$ cat config.mk
export PLATFORM = sky130hd
export DESIGN_NAME = multicycle_controller_flat
export DESIGN_NICKNAME = d
export VERILOG_FILES = /design/src/rtl/multicycle_controller_if.sv /design/src/rtl/multicycle_controller.sv /design/src/flat_wrapper.sv
export SDC_FILE = /design/constraint.sdc
export NUM_CORES = 1
export LEC_CHECK = 0
export ABC_AREA = 1
export BUFFER_PORTS_ARGS = -buffer_cell sky130_fd_sc_hd__buf_2
export CAP_MARGIN = 5
export CORE_ASPECT_RATIO = 1.75
export CORE_MARGIN = 2
export CORE_UTILIZATION = 40
export CTS_CLUSTER_SIZE = 8
export DETAILED_ROUTE_END_ITERATION = 6
export PLACE_DENSITY = 0.76
export SLEW_MARGIN = 0
export SYNTH_ARGS = -nofsm -noshare
export SYNTH_HDL_FRONTEND = slang
export SYNTH_SLANG_ARGS = --single-unit
$ cat constraint.sdc
create_clock -name clk -period 2.68 [get_ports clk]
set_input_delay 0.402 -clock clk [delete_from_list [all_inputs] [get_ports clk]]
set_output_delay 0.402 -clock clk [all_outputs]
set_load 0.005 [all_outputs]
$ cat src/rtl/multicycle_controller_if.sv
// Shared instruction/data memory port of the multicycle controller.
// The controller is the master: it raises mem_req together with the address
// select and strobe, and the memory answers with mem_ack.
interface multicycle_controller_if;
    logic mem_req;
    logic mem_ack;
    logic IorD;
    logic MemRead;
    logic MemWrite;

    modport master (
        output mem_req,
        output IorD,
        output MemRead,
        output MemWrite,
        input  mem_ack
    );

    modport slave (
        input  mem_req,
        input  IorD,
        input  MemRead,
        input  MemWrite,
        output mem_ack
    );
endinterface

$ cat src/rtl/multicycle_controller.sv
// Sequencing FSM for the multicycle MIPS core. Outputs are decoded from the
// current state plus OpCode/Funct/Zero. Memory accesses use a req/ack
// handshake guarded by a wait-state watchdog that parks the FSM in S_HALT.
module multicycle_controller #(
    parameter int WAIT_MAX = 255,
    parameter int CNT_W    = 8
) (
    input  logic                    clk,
    input  logic                    reset,
    multicycle_controller_if.master mem,
    input  logic [5:0]              OpCode,
    input  logic [5:0]              Funct,
    input  logic                    Zero,
    output logic                    IRWrite,
    output logic                    PCWrite,
    output logic [1:0]              PCSource,
    output logic [1:0]              ALUSrcA,
    output logic [1:0]              ALUSrcB,
    output logic [2:0]              ALUOp,
    output logic                    ExtOp,
    output logic                    LuOp,
    output logic                    RegWrite,
    output logic [1:0]              RegDst,
    output logic [1:0]              MemtoReg,
    output logic                    instr_retired,
    output logic                    illegal,
    output logic                    halted
);

    typedef enum logic [3:0] {
        S_FETCH, S_DECODE, S_MEMADR, S_MEMRD, S_MEMWB, S_MEMWR, S_RTEX,
        S_RTWB, S_BRANCH, S_IEX, S_IWB, S_JUMP, S_JR, S_HALT
    } state_t;

    // Count value at which the cycle still waiting is the last one allowed.
    localparam logic [CNT_W-1:0] WD_LAST = (WAIT_MAX > 0) ? CNT_W'(WAIT_MAX - 1) : '0;

    state_t           state;
    state_t           next_state;
    logic [CNT_W-1:0] wait_cnt;
    logic             req;
    logic             ack;
    logic             wd_trip;

    function automatic logic r_funct_legal(input logic [5:0] f);
        return (f inside {6'h00, 6'h02, 6'h03, 6'h08, 6'h09, 6'h2a, 6'h2b}) ||
               (f >= 6'h20 && f <= 6'h27);
    endfunction

    // Memory is requested in the three access states; reset kills it at once.
    assign req     = reset && (state inside {S_FETCH, S_MEMRD, S_MEMWR});
    assign ack     = req && mem.mem_ack;
    assign wd_trip = (WAIT_MAX > 0) && req && !mem.mem_ack && (wait_cnt == WD_LAST);

    // State register and wait-state counter.
    always_ff @(posedge clk or negedge reset) begin
        if (!reset) begin
            state    <= S_FETCH;
            wait_cnt <= '0;
        end else begin
            state <= next_state;
            if (req && !mem.mem_ack) wait_cnt <= wait_cnt + 1'b1;
            else                     wait_cnt <= '0;
        end
    end

    // Next-state selection, with the watchdog overriding any waiting state.
    always_comb begin
        next_state = state;
        case (state)
            S_FETCH:  if (ack) next_state = S_DECODE;
            S_DECODE: begin
                case (OpCode)
                    6'h00: begin
                        if (Funct == 6'h08 || Funct == 6'h09) next_state = S_JR;
                        else if (r_funct_legal(Funct))        next_state = S_RTEX;
                        else                                  next_state = S_FETCH;
                    end
                    6'h23, 6'h2b: next_state = S_MEMADR;
                    6'h04, 6'h05: next_state = S_BRANCH;
                    6'h02, 6'h03: next_state = S_JUMP;
                    6'h08, 6'h09, 6'h0a, 6'h0b, 6'h0c, 6'h0d, 6'h0f: next_state = S_IEX;
                    default:      next_state = S_FETCH;
                endcase
            end
            S_MEMADR: next_state = (OpCode == 6'h23) ? S_MEMRD : S_MEMWR;
            S_MEMRD:  if (ack) next_state = S_MEMWB;
            S_MEMWB:  next_state = S_FETCH;
            S_MEMWR:  if (ack) next_state = S_FETCH;
            S_RTEX:   next_state = S_RTWB;
            S_RTWB:   next_state = S_FETCH;
            S_BRANCH: next_state = S_FETCH;
            S_IEX:    next_state = S_IWB;
            S_IWB:    next_state = S_FETCH;
            S_JUMP:   next_state = S_FETCH;
            S_JR:     next_state = S_FETCH;
            S_HALT:   next_state = S_HALT;
            default:  next_state = S_FETCH;
        endcase
        if (wd_trip) next_state = S_HALT;
    end

    // Control decode; everything not named for a state stays 0, and all is 0 in reset.
    always_comb begin
        mem.mem_req   = req;
        mem.IorD      = 1'b0;
        mem.MemRead   = 1'b0;
        mem.MemWrite  = 1'b0;
        IRWrite       = 1'b0;
        PCWrite       = 1'b0;
        PCSource      = 2'b00;
        ALUSrcA       = 2'b00;
        ALUSrcB       = 2'b00;
        ALUOp         = 3'b000;
        ExtOp         = 1'b0;
        LuOp          = 1'b0;
        RegWrite      = 1'b0;
        RegDst        = 2'b00;
        MemtoReg      = 2'b00;
        instr_retired = 1'b0;
        illegal       = 1'b0;
        halted        = 1'b0;
        if (reset) begin
            case (state)
                S_FETCH: begin
                    mem.MemRead = 1'b1;
                    ALUSrcB     = 2'b01;
                    IRWrite     = ack;
                    PCWrite     = ack;
                end
                S_DECODE: begin
                    ALUSrcB = 2'b11;
                    ExtOp   = 1'b1;
                    illegal = (next_state == S_FETCH);
                end
                S_MEMADR: begin
                    ALUSrcA = 2'b01;
                    ALUSrcB = 2'b10;
                    ExtOp   = 1'b1;
                end
                S_MEMRD: begin
                    mem.MemRead = 1'b1;
                    mem.IorD    = 1'b1;
                end
                S_MEMWB: begin
                    RegWrite = 1'b1;
                    MemtoReg = 2'b01;
                end
                S_MEMWR: begin
                    mem.MemWrite = 1'b1;
                    mem.IorD     = 1'b1;
                end
                S_RTEX: begin
                    ALUSrcA = (Funct inside {6'h00, 6'h02, 6'h03}) ? 2'b10 : 2'b01;
                    ALUOp   = 3'b010;
                end
                S_RTWB: begin
                    RegWrite = 1'b1;
                    RegDst   = 2'b01;
                end
                S_BRANCH: begin
                    ALUSrcA  = 2'b01;
                    ALUOp    = 3'b001;
                    PCSource = 2'b01;
                    PCWrite  = (OpCode == 6'h04) ? Zero : !Zero;
                end
                S_IEX: begin
                    ALUSrcA = 2'b01;
                    ALUSrcB = 2'b10;
                    case (OpCode)
                        6'h08, 6'h09: ExtOp = 1'b1;
                        6'h0a: begin ALUOp = 3'b101; ExtOp = 1'b1; end
                        6'h0b: begin ALUOp = 3'b110; ExtOp = 1'b1; end
                        6'h0c: ALUOp = 3'b011;
                        6'h0d: ALUOp = 3'b100;
                        6'h0f: begin ALUSrcA = 2'b11; LuOp = 1'b1; end
                        default: ;
                    endcase
                end
                S_IWB: RegWrite = 1'b1;
                S_JUMP: begin
                    PCWrite  = 1'b1;
                    PCSource = 2'b10;
                    if (OpCode == 6'h03) begin
                        RegWrite = 1'b1;
                        RegDst   = 2'b10;
                        MemtoReg = 2'b10;
                    end
                end
                S_JR: begin
                    PCWrite  = 1'b1;
                    PCSource = 2'b11;
                    if (Funct == 6'h09) begin
                        RegWrite = 1'b1;
                        RegDst   = 2'b01;
                        MemtoReg = 2'b10;
                    end
                end
                S_HALT: halted = 1'b1;
                default: ;
            endcase
            // Decode and fetch never finish an instruction; illegal exits come from decode.
            instr_retired = (next_state == S_FETCH) && !(state inside {S_FETCH, S_DECODE});
        end
    end

endmodule

$ cat src/flat_wrapper.sv
// flat-port wrapper written by rule: the top's interface ports become plain ports
module multicycle_controller_flat 
#(
    parameter int WAIT_MAX = 255,
    parameter int CNT_W    = 8
)
  (clk, reset, OpCode, Funct, Zero, IRWrite, PCWrite, PCSource, ALUSrcA, ALUSrcB, ALUOp, ExtOp, LuOp, RegWrite, RegDst, MemtoReg, instr_retired, illegal, halted, mem_mem_req, mem_IorD, mem_MemRead, mem_MemWrite, mem_mem_ack);
  multicycle_controller_if mem_i ();
  input  logic clk;
  input  logic reset;
  input  logic [5:0] OpCode;
  input  logic [5:0] Funct;
  input  logic Zero;
  output logic IRWrite;
  output logic PCWrite;
  output logic [1:0] PCSource;
  output logic [1:0] ALUSrcA;
  output logic [1:0] ALUSrcB;
  output logic [2:0] ALUOp;
  output logic ExtOp;
  output logic LuOp;
  output logic RegWrite;
  output logic [1:0] RegDst;
  output logic [1:0] MemtoReg;
  output logic instr_retired;
  output logic illegal;
  output logic halted;
  output wire logic [$bits(mem_i.mem_req)-1:0] mem_mem_req;
  output wire logic [$bits(mem_i.IorD)-1:0] mem_IorD;
  output wire logic [$bits(mem_i.MemRead)-1:0] mem_MemRead;
  output wire logic [$bits(mem_i.MemWrite)-1:0] mem_MemWrite;
  input wire logic [$bits(mem_i.mem_ack)-1:0] mem_mem_ack;
  assign mem_mem_req = mem_i.mem_req;
  assign mem_IorD = mem_i.IorD;
  assign mem_MemRead = mem_i.MemRead;
  assign mem_MemWrite = mem_i.MemWrite;
  assign mem_i.mem_ack = mem_mem_ack;
  multicycle_controller #(.WAIT_MAX(WAIT_MAX), .CNT_W(CNT_W)) u_core (.clk(clk), .reset(reset), .mem(mem_i), .OpCode(OpCode), .Funct(Funct), .Zero(Zero), .IRWrite(IRWrite), .PCWrite(PCWrite), .PCSource(PCSource), .ALUSrcA(ALUSrcA), .ALUSrcB(ALUSrcB), .ALUOp(ALUOp), .ExtOp(ExtOp), .LuOp(LuOp), .RegWrite(RegWrite), .RegDst(RegDst), .MemtoReg(MemtoReg), .instr_retired(instr_retired), .illegal(illegal), .halted(halted));
endmodule
==> results of run 1 <==
-- per-layer routing --
layer  GRT usage [%]  share of wire [%]  routed length (um)
met5               0                  0                   0
met2            40.0                 57                2090
met4            16.1                4.5                 166
met3            2.50                4.2                 154
met1            21.5                 34                1250
-- cell usage in the layout (no fill, tap or decap) --
master	Yosys	routed
nor2_1	36	36
nor2_2	6	6
and3_1	1	1
nand2_2	4	4
dfrtp_1	12	12
inv_1	25	25
buf_2	0	40
a21oi_1	8	8
a22oi_1	1	1
clkbuf_8	0	4
nor2_4	3	3
o31ai_1	1	1
nor3_1	4	4
a31oi_1	5	5
buf_4	0	1
a41oi_1	1	1
nand4_1	7	7
nor3_4	1	1
o221ai_1	1	1
nor4_1	1	1
clkinv_1	1	1
ha_1	2	2
xor2_1	2	2
or2_2	1	1
inv_2	4	4
nand3_2	2	2
nand3_1	21	21
o21ai_0	5	5
xnor2_1	2	2
nand2_1	54	54
nor3b_1	1	1
-- where the power goes --
| part | internal (mW) | switching [mW] |
|---|---|---|
| registers | 0.198 | 0.0295 |
| clock network | 0.130 | 0.0719 |
| logic | 0.118 | 0.231 |
-- metrics by stage --
| stage | cell area [sq um] | hold WS, ns |
|---|---|---|
| 5_1_grt | 1580 | 0.0237 |
| 4_1_cts | 1580 | 0.00790 |
| 3_5_place_dp | 1530 | 0.275 |
| 2_1_floorplan | 1280 | 0.106 |
| 6_report | 1580 | 0.0123 |
| 3_3_place_gp | 1530 | 0.273 |
-- worst max-delay path, stage by stage, from the launching register on --
cell and delay [ns]:
dfrtp_1 0.46, nor2_2 0.29, nand3_1 0.15, nor2_1 0.24, nor2_1 0.08, nand2_1 0.09, nor2_2 0.05, nand3_1 0.07
clkinv_1 0.07, nand2_2 0.06, nor2_1 0.04, buf_2 0.11
-- path summary, 6_finish.rpt --
path	from	to	depth (start not counted)
worst max-delay path	u_core.state[1]	illegal	11
worst min-delay path	reset	u_core.wait_cnt[2]	1
worst max register to register	u_core.state[1]	u_core.wait_cnt[3]	7
worst min register to register	u_core.wait_cnt[0]	u_core.wait_cnt[0]	1
max in group asynchronous	reset	u_core.state[1]	2
min in group clk	u_core.wait_cnt[0]	u_core.wait_cnt[0]	1
-- sequential cells by signal (all words and copies together) (netlist names) --
register / flops
u_core.state: 4
u_core.wait_cnt: 8
-- final cells by class --
type | count | area (sq um)
Multi-Input combinational cell | 170 | 855
Inverter | 30 | 113
Fill cell | 349 | 1520
Timing Repair Buffer | 41 | 208
Clock buffer | 4 | 55.1
Sequential cell | 12 | 300
Tap cell | 43 | 53.8
-- kinds of logic (layout without fill, tap and decap cells) --
logic type	count (synthesis)	in the layout	share of synthesized area, %
flip-flops	12	12	23.5
adder cells (fa/ha/maj)	2	2	1.96
AO/OA/AOI/OAI	22	22	10.1
AND/OR/NAND/NOR	142	142	52.1
buffers and inverters	31	75	9.69
XOR/XNOR	4	4	2.74
==> results.json, run 1 <==
{
  "nNetsFinal": 276,
  "root_buffer": "clkbuf_8",
  "place.gp.congestion": 0.979,
  "die_h_um": 78.8,
  "powerDensity_nw_per_um2": 491,
  "holdBufCountCts": 0,
  "ys_async_sr_fraction_pct": 100,
  "place_inst": 296,
  "synth_commonest_cells": "nand2_1, nor2_1, inv_1, nand3_1, dfrtp_1",
  "postRouteAntennaNets": 0,
  "synth-seq-cells": 12,
  "cts.path.max_buffers": 2,
  "n_antenna_cell": 0,
  "worstPathArrival_ns": 1.97,
  "p_leak_nw": 0.903,
  "crit_path_end_kind": "output pin",
  "clkSinkCount": 12,
  "post_cts_resized": 0,
  "grt_pass1_wl_mm": 6.13,
  "setup-violations-final": 0,
  "detail_route.iter0.violations": 47,
  "grt_max_degree": 17,
  "finalHoldViolations": 0,
  "worst_slack_ns": 0.310,
  "drc": 0,
  "synth_area_sq_um": 1280,
  "fin_setup_tns_ns": 0,
  "grt_pass1_vias": 1531,
  "first_pass_iters": 6,
  "routed_via_density": 5.16,
  "cp-start-kind": "flop",
  "vias": 1549,
  "ys.flop_type": "dfrtp_1",
  "hp-class": "input pin to asynchronous set/reset pin",
  "cts_setup_buffers": 0,
  "finalCriticalPeriod_ns": 2.37,
  "dp_slack_ns": 0.509,
  "slew_headroom_pct": 74.5,
  "seq_area_frac_synth_pct": 23.5,
  "crit_fanout": 6,
  "cts_tree": "yes",
  "track_usage_pct": 22.3,
  "syn_to_final_growth_pct": 23.9,
  "wl_mm": 3.66,
  "drive_gt1_share_pct": 25.7,
  "synth-edff-count": 0,
  "yosys.cell_types.count": 29,
  "path_clk_slew_ns": 0.05,
  "synth_area_per_cell_sq_um": 6.00,
  "cp_data_required_time_ns": 2.28,
  "grt_overflow": 0,
  "hpwl_mm": 3.02,
  "critical_path_class": "flop to output pin",
  "num_rows": 27,
  "worst_slew_pin_slew_ns": 0.381,
  "pin_count": 41,
  "yosysWarnings": 0,
  "skew_ns": 0.000814,
  "power_mw": 0.778,
  "wl_per_cell_um": 12.2,
  "die_w_um": 46.7,
  "rsz0062_at_grt": "false",
  "die-area_sq_um": 3680,
  "fmax_mhz": 422,
  "place.port_buffers": 40,
  "start_util_pct": 41.1,
  "syn_nets": 231,
  "synthCells": 213,
  "antenna_found_initial": 0,
  "utilization_pct": 51.0,
  "htree_levels": 1,
  "finalCritPeriodShare_pct": 88.4,
  "drv_slew": 0,
  "netlist_top_cells_area": "dfrtp_1, nand2_1, nor2_1",
  "numCtsBuffers": 3,
  "status": "finished, final reports clean",
  "yosysMostFrequentCell": "nand2_1",
  "cap_violations": 0,
  "yosys.area.top_type_share_pct": 23.5,
  "fin_cells": 300,
  "r2r_slack_ns": 1.05,
  "synth_top_cell_by_area": "dfrtp_1",
  "core-area_sq_um": 3110,
  "ir_drop_uv": 298,
  "clk_latency_ns": 0.25
}
Note: power is estimated with default switching activity, not from simulation.
==> inputs of run 2 (changes only) <==
Settings changed: CTS_BUF_LIST set to sky130_fd_sc_hd__clkbuf_16.
==> results.json, run 2 (synthesis gave the netlist of run 1 again) <==
{
  "die_w_um": 46.7,
  "critical_path_class": "flop to output pin",
  "die_h_um": 78.8,
  "reg.largest.list": "u_core.wait_cnt (8), u_core.state (4)",
  "worst_slew_pin_slew_ns": 0.377,
  "detail_route.iter0.violations": 35,
  "fmax_mhz": 423,
  "layout_common_cells": "nand2_1, buf_2, nor2_1",
  "post_cts_resized": 0,
  "pin_count": 41,
  "cp_data_required_time_ns": 2.28,
  "cp-start-kind": "flop",
  "numCtsBuffers": 3,
  "nNetsFinal": 276,
  "crit_path_end_kind": "output pin",
  "core-area_sq_um": 3110,
  "ir_drop_uv": 381,
  "drc": 0,
  "holdBufCountCts": 0,
  "drive_gt1_share_pct": 25.3,
  "grt_overflow": 0,
  "hpwl_mm": 3.02,
  "grt_pass1_wl_mm": 6.13,
  "setup-violations-final": 0,
  "powerDensity_nw_per_um2": 529,
  "placed_cell_area_sq_um": 1530,
  "multi_input_area_sq_um": 855,
  "root_buffer": "clkbuf_16",
  "hp-class": "input pin to asynchronous set/reset pin",
  "first_pass_iters": 4,
  "largest_register_ffs": 8,
  "drv_slew": 0,
  "p_leak_nw": 0.913,
  "slew_headroom_pct": 74.8,
  "final_common_cell": "nand2_1",
  "cts.path.max_buffers": 2,
  "place.port_buffers": 40,
  "grt_pass1_vias": 1516,
  "start_util_pct": 41.1,
  "place.gp.congestion": 0.979,
  "cap_violations": 0,
  "cts_setup_buffers": 0,
  "syn_to_final_growth_pct": 25.7,
  "rsz0062_at_grt": "false",
  "regMostFlops": "u_core.wait_cnt",
  "filler_cell_count": 350,
  "wl_per_cell_um": 12.2,
  "final_area_sq_um": 1610,
  "worstPathArrival_ns": 1.96,
  "antenna_found_initial": 0,
  "finalHoldViolations": 0,
  "crit_fanout": 6,
  "htree_levels": 1,
  "status": "finished, final reports clean",
  "power_mw": 0.850,
  "n_antenna_cell": 0,
  "routed_via_density": 5.17,
  "fin_setup_tns_ns": 0,
  "skew_ns": 0.00102,
  "vias": 1551,
  "num_rows": 27,
  "clk_latency_ns": 0.24,
  "wl_mm": 3.66,
  "finalCriticalPeriod_ns": 2.36,
  "cts_tree": "yes",
  "path_clk_slew_ns": 0.04,
  "seq_area_sq_um": 300,
  "track_usage_pct": 22.5,
  "clkSinkCount": 12,
  "postRouteAntennaNets": 0,
  "finalCritPeriodShare_pct": 88.2,
  "grt_max_degree": 17,
  "die-area_sq_um": 3680
}
==> run 2: metrics by stage <==
step | std cells | setup slack, ns | utilization (%) | hold slack [ns]
finish | 300 | 0.317 | 51.7 | 0.0194
global route | 300 | 0.147 | 51.7 | 0.0349
CTS | 300 | 0.321 | 51.7 | 0.0149
detailed placement | 296 | 0.509 | 49.2 | 0.275
global placement | 296 | 0.507 | 49.2 | 0.273
floorplan | 213 | 0.925 | - | 0.106
==> run 2: worst paths after layout <==
check	from	to	slack [ns]	cells past startpoint
setup / recovery	u_core.state[1]	illegal	0.32	11
hold / removal	reset	u_core.state[2]	0.02	1
setup reg to reg	u_core.state[2]	u_core.wait_cnt[3]	1.05	7
hold reg to reg	u_core.wait_cnt[0]	u_core.wait_cnt[0]	0.50	1
max in group asynchronous	reset	u_core.state[1]	2.21	2
min in group clk	u_core.wait_cnt[0]	u_core.wait_cnt[0]	0.50	1
==> run 2: cell type report <==
type                       count  share of cell area, %
tap                           43                   3.35
clock buffer                   3                   4.67
timing repair buffer          41                   12.9
inverter                      30                   7.00
sequential                    12                   18.7
clock inverter                 1                  0.233
multi-input combinational    170                   53.2
==> run 2: critical path: stages, from the launching register on <==
cell and delay (ns):
dfrtp_1 0.46, nor2_2 0.28, nand3_1 0.15, nor2_1 0.25, nor2_1 0.08, nand2_1 0.09, nor2_2 0.05, nand3_1 0.07
clkinv_1 0.07, nand2_2 0.06, nor2_1 0.04, buf_2 0.11
==> run 2: layer usage <==
layer	track usage, %	wire length [um]	vias to the layer above
li1	-	-	780
met1	21.5	1240	703
met2	39.2	2100	48
met3	2.73	131	20
met4	18.6	197	0
met5	0	0	-
==> run 2: where the power goes <==
part / switching (mW) / internal (mW)
clock network: 0.0778 / 0.196
logic: 0.230 / 0.118
registers: 0.0299 / 0.199
